File: src/rtl/mux_tree_pipe.sv
// Pipelined WIDTH-bit NUM_IN:1 mux tree with valid/ready flow control and flush.
// Optional MUX_SEL_RANGE_CHECK_EN adds out_err for selects >= NUM_IN.
module mux_tree_pipe #(
    parameter int WIDTH         = 64,
    parameter int NUM_IN        = 8,
    parameter int LVL_PER_STAGE = 1,
    localparam int LEVELS       = $clog2(NUM_IN),
    localparam int SEL_W        = LEVELS,
    localparam int LAT          = (LEVELS + LVL_PER_STAGE - 1) / LVL_PER_STAGE
) (
    input  logic                    clk,
    input  logic                    reset,
    input  logic                    flush,
    input  logic [NUM_IN*WIDTH-1:0] in_data,
    input  logic [SEL_W-1:0]        in_sel,
    input  logic                    in_valid,
    output logic                    in_ready,
    output logic [WIDTH-1:0]        out_data,
    output logic                    out_valid,
    input  logic                    out_ready
`ifdef MUX_SEL_RANGE_CHECK_EN
    ,
    output logic                    out_err
`endif
);

    localparam int N2 = 1 << LEVELS;

    logic [LAT-1:0] w_vld;
    logic [LAT:0]   w_rdy;

    // A stage accepts when empty or when its occupant moves on this cycle.
    always_comb begin
        w_rdy      = '0;
        w_rdy[LAT] = out_ready;
        for (int s = LAT - 1; s >= 0; s--) begin
            w_rdy[s] = !w_vld[s] || w_rdy[s+1];
        end
    end

`ifdef MUX_SEL_RANGE_CHECK_EN
    localparam logic [SEL_W:0] NUM_L = (SEL_W + 1)'(NUM_IN);
    logic w_oor;
    assign w_oor = {1'b0, in_sel} >= NUM_L;
`endif

    for (genvar s = 0; s < LAT; s++) begin : g_st
        localparam int LO = s * LVL_PER_STAGE;
        localparam int HI = (LO + LVL_PER_STAGE > LEVELS) ? LEVELS
                                                          : LO + LVL_PER_STAGE;
        localparam int NI = N2 >> LO;
        localparam int NO = N2 >> HI;
        localparam int SW = LEVELS - LO;
        localparam int RW = LEVELS - HI;

        logic [NI*WIDTH-1:0] w_din;
        logic [SW-1:0]       w_sin;
        logic                w_vin;
        logic [WIDTH-1:0]    w_t [NI];
        logic [NO*WIDTH-1:0] w_dout;
        logic [NO*WIDTH-1:0] r_data;
        logic                r_valid;

        if (s == 0) begin : g_in
            // Leaves beyond NUM_IN are zero, so out-of-range selects give 0.
            always_comb begin
                w_din                   = '0;
                w_din[NUM_IN*WIDTH-1:0] = in_data;
            end
            assign w_sin = in_sel;
            assign w_vin = in_valid;
        end else begin : g_in
            assign w_din = g_st[s-1].r_data;
            assign w_sin = g_st[s-1].g_sel.r_sel;
            assign w_vin = g_st[s-1].r_valid;
        end

        always_comb begin
            for (int i = 0; i < NI; i++) begin
                w_t[i] = w_din[i*WIDTH +: WIDTH];
            end
            for (int l = 0; l < HI - LO; l++) begin
                for (int i = 0; i < (NI >> (l + 1)); i++) begin
                    w_t[i] = w_sin[l] ? w_t[2*i+1] : w_t[2*i];
                end
            end
            w_dout = '0;
            for (int i = 0; i < NO; i++) begin
                w_dout[i*WIDTH +: WIDTH] = w_t[i];
            end
        end

        always_ff @(posedge clk) begin
            if (reset) begin
                r_valid <= 1'b0;
                r_data  <= '0;
            end else if (flush) begin
                r_valid <= 1'b0;
            end else if (w_rdy[s]) begin
                r_valid <= w_vin;
                if (w_vin) begin
                    r_data <= w_dout;
                end
            end
        end

        assign w_vld[s] = r_valid;

        if (RW > 0) begin : g_sel
            logic [RW-1:0] r_sel;
            always_ff @(posedge clk) begin
                if (reset) begin
                    r_sel <= '0;
                end else if (!flush && w_rdy[s] && w_vin) begin
                    r_sel <= w_sin[SW-1:HI-LO];
                end
            end
        end

`ifdef MUX_SEL_RANGE_CHECK_EN
        logic w_ein;
        logic r_err;
        if (s == 0) begin : g_ein
            assign w_ein = w_oor;
        end else begin : g_ein
            assign w_ein = g_st[s-1].r_err;
        end
        always_ff @(posedge clk) begin
            if (reset || flush) begin
                r_err <= 1'b0;
            end else if (w_rdy[s]) begin
                r_err <= w_vin && w_ein;
            end
        end
`endif
    end

    assign in_ready  = w_rdy[0];
    assign out_valid = w_vld[LAT-1];
    assign out_data  = g_st[LAT-1].r_data;

`ifdef MUX_SEL_RANGE_CHECK_EN
    assign out_err = g_st[LAT-1].r_err;
`ifndef SYNTHESIS
    always_ff @(posedge clk) begin
        if (!reset) begin
            assert (!(in_valid && in_ready && w_oor))
            else $error("mux_tree_pipe: in_sel out of range");
        end
    end
`endif
`endif

endmodule

File: config.mk
export PLATFORM = sky130hd
export DESIGN_NAME = mux_tree_pipe
export DESIGN_NICKNAME = d
export VERILOG_FILES = /design/src/rtl/mux_tree_pipe.sv
export SDC_FILE = /design/constraint.sdc
export NUM_CORES = 1
export LEC_CHECK = 0
export CORE_AREA = 2 2 227 229
export CTS_CLUSTER_SIZE = 12
export DETAILED_ROUTE_END_ITERATION = 12
export DIE_AREA = 0 0 229 231
export GPL_TIMING_DRIVEN = 0
export HOLD_SLACK_MARGIN = 0.02
export MAX_ROUTING_LAYER = met4
export PLACE_DENSITY_LB_ADDON = 0.3
export SLEW_MARGIN = 10
export SYNTH_ARGS = -nofsm -noshare
export SYNTH_HDL_FRONTEND = slang
export SYNTH_SLANG_ARGS = --single-unit
File: constraint.sdc
create_clock -name clk -period 1.8 [get_ports clk]
set_input_delay 0.36 -clock clk [delete_from_list [all_inputs] [get_ports clk]]
set_output_delay 0.36 -clock clk [all_outputs]
set_load 0.03 [all_outputs]
After elaboration in Yosys (flattened, before gate mapping)
Cells that the tools add are included.

Reduce and logical (&&, ||, !) cells: 15. Muxes and demuxes: 7. Bitwise gates (word level): 1.

Operators with widths (number): 64-bit two-way mux (7); 3-bit AND reduction (3); 1-bit logical AND (4); 1-bit zero test (4); 1-bit logical OR (3); 2-bit OR reduction (1); 1-bit inverter (1).

Input port bits: 520. Word-level logic and storage cells: 31. Output and inout bits: 66. Flip-flop bits (word level): 454.

Longest topological paths before layout
Word-level depth: 6. Gate-level depth with buffers: 7. Mapped depth without buffers: 3.

Worst setup path after synthesis
No wires, ideal clock.

Path kind: reg-to-reg. Start point: reg g_st[2].r_valid, in the netlist out_valid. End point: reg g_st[0].r_data[100]. Stages on the path, launching flop included: 7. Arrival: 1.523 ns. Library setup time: 0.081 ns. Data required time: 1.719 ns. Period minus slack after synthesis: 1.604 ns. Path buffers: 3. Slack: 0.196 ns. Cell sequence: dfxtp_1 > nand4b_1 > and2_1 > buf_2 > buf_6 > buf_6 > a211oi_2.

Word-level cells in the longest chain between the ends: 5.

Ends and longest elaborated chain: start: declaration (RTL line 62) `logic r_valid;`; start signal: assignment (RTL line 100) `r_valid <= w_vin;`; 1-bit zero test (RTL line 37) `w_rdy[s] = !w_vld[s] || w_rdy[s+1];`; 1-bit logical OR (3 in series) (RTL line 37); 3-bit AND reduction (no source line); end signal: assignment (RTL line 102) `r_data <= w_dout;`; end: declaration (RTL line 61) `logic [NO*WIDTH-1:0] r_data;`.

No other way between the ends. A chain may end at the register's enable or synchronous reset.

Worst setup path after layout
Start point: reg g_st[1].r_valid. End point: out in_ready.

Word-level cells in the longest chain between the ends: 3.

Ends and longest elaborated chain: start: declaration (RTL line 62); start signal: assignment (RTL line 100); 1-bit zero test (RTL line 37); 1-bit logical OR (2 in series) (RTL line 37); end: declaration (RTL line 17) `output logic in_ready,`.

No other way between the ends.

==> reports/results.ini <==
[run_status]
outcome = finished, violations left
violations = setup timing

[global_route]
grt_pass1_vias = 19700
track_usage = 0.302
grt_max_degree = 13
grt_pass1_wl_mm = 118
antenna_found_initial = 6
gr-total-overflow = 0

[layout]
final_area_um2 = 30100
fin_util = 0.593
stdcell_count = 3430
mostFrequentLayoutCells = clkdlybuf4s50_1 (517), dfxtp_1 (452), mux2i_1 (451), a21oi_1 (448), a211oi_1 (231)
layout.cells.most_common = clkdlybuf4s50_1
drive_gt1_frac = 0.178
final_nets = 3233
area_growth_pct = 38.6

[timing]
final_max_slew_viol_count = 0
slew_headroom = 0.229
grt_setup_unrepaired = yes
hold_violations = 0
clock_skew_ns = 0.0193
clock.fmax_mhz = 516
finalSetupTns_ns = -0.138
finalSetupViolations = 1
fin_crit_ns = 1.94
worst_slack_ns = -0.138
tightest_slew_ns = 1.16
finalCritPeriodShare = 1.08

[logic_synthesis]
synth_seq_cells = 454
synth_top_area_frac = 0.419
syn_avg_cell_area_um2 = 10.5
synth_area_leaders = dfxtp_1 (42%), mux2i_1 (21%), a211oi_2 (13%)
syn-num-nets = 2592
yosysSeqAreaShare = 0.419
synthCells = 2072
yosysWarnings = 0
yosys.area.top_type = dfxtp_1
synth_area_um2 = 21700
ys_types = 16

[clock_tree]
cts_buffers = 48
h-tree-depth = 2
clockBufferDepth = 3
clkSinkCount = 454
cts_root_buf = clkbuf_16
cts_tree = done
path_clk_slew_ns = 0.06
clk_latency_ns = 0.59

[route]
vias_per_cell = 5.67
dr.pass1.iters = 5
drc = 0
drt.antenna.violating_nets = 0
drtIter0Drc = 1354
vias = 19400
wl_mm = 81.3
routedWlPerCell_um = 23.7

[setup_path]
end_kind = output port
path_class = reg -> out
startpoint_type = flop
cp.required_ns = 1.44
critPathMaxFanout = 7
arrival_ns = 1.58

[placement]
dp.cells = 3335
dp_slack_ns = -0.998
dp_hpwl_mm = 62.1
gp_congestion = 0.943
post_dp_cell_area_um2 = 28400
port_buffers = 583

[pwr]
power_density_nw_per_um2 = 820
vdd_drop_max_mv = 0.662
leakagePower_uw = 0.0108

[floorplan]
die_w_um = 229
io_pins = 586
num_rows = 83
die-area_um2 = 52900
core_um2 = 50700
start_util = 0.428
fp.dieH_um = 231

[run]
cap_violations = 0

[worst_hold_path]
worstHoldPathType = in -> reg

## routing by layer
metal,vias up,global-route usage,routed length [um],share of wire
li1,9191,-,-,-
met1,9339,0.369,33800,0.42
met2,757,0.493,38700,0.48
met3,153,0.0531,5510,0.068
met4,0,0.128,3330,0.041
met5,-,-,0,0
## critical path: stages, from the launching register on
cell and delay [ns]:
dfxtp_2 0.36, nand4b_1 0.22, buf_8 0.22, buf_2 0.18
## synthesized netlist by cell type, drive strengths merged
| master | number |
|---|---|
| nor2b | 3 |
| dfxtp | 454 |
| nand3b | 1 |
| buf | 132 |
| a211oi | 451 |
| mux2i | 451 |
| nand4b | 1 |
| inv | 3 |
| and2 | 3 |
| a21oi | 448 |
| clkbuf | 119 |
| nand2b | 6 |
## cells by family (layout without fill, tap and decap cells)
logic type / count (synthesis) / in the layout / synth area share
AO/OA/AOI/OAI: 899 / 899 / 0.310
multiplexers: 451 / 451 / 0.208
buffers and inverters: 254 / 926 / 0.0580
flip-flops: 454 / 454 / 0.419
AND/OR/NAND/NOR: 14 / 14 / 0.00421
other: 0 / 6 / 0
## path summary, 6_finish.rpt
| kind | from | end | slack [ns] | cells after the start |
|---|---|---|---|---|
| max | g_st[1].r_valid | in_ready | -0.14 | 3 |
| min | reset | g_st[0].g_sel.r_sel[1] | 0.33 | 3 |
| max reg2reg | g_st[0].r_valid | g_st[0].r_data[117] | 0.03 | 6 |
| min reg2reg | g_st[1].r_valid | out_valid | 0.50 | 2 |
## where the power goes
| part | total [uW] | switching, uW | internal (uW) |
|---|---|---|---|
| clock | 9700 | 4090 | 5610 |
| combinational | 4040 | 1940 | 2100 |
| sequential | 10900 | 334 | 10600 |
## layout make-up
cell class,count,area [um^2]
repair buffers,591,5840
plain buffers,251,1410
inverters,3,11.3
well taps,680,851
fillers,4377,20600
diodes,6,15.0
multi-input cells,1364,11300
flip-flops and latches,454,9090
clock buffers,67,1340
clock inverters,14,153
## state kept, by name (all words and copies together) (netlist names)
| name | cells |
|---|---|
| out_valid | 1 |
| g_st.r_valid | 2 |
| out_data | 64 |
| g_st.g_sel.r_sel | 3 |
| g_st.r_data | 384 |
## metrics by stage
stage | hold WS [ns] | total power (uW)
3_3_place_gp | 0.464 | 15000
5_1_grt | 0.350 | 25400
6_report | 0.331 | 24600
4_1_cts | 0.293 | 24600
2_1_floorplan | 0.433 | 13100
3_5_place_dp | 0.476 | 15100
## repair_timing
item | 4_1_cts | 5_1_grt
pin swaps | 1 | 2
gates cloned | 0 | 2
hold buffers | 0 | 0
setup endpoints to repair | 368 | 346
setup buffers | 2 | 5
resized for setup | 110 | 107
(Power assumes the default switching activity.)
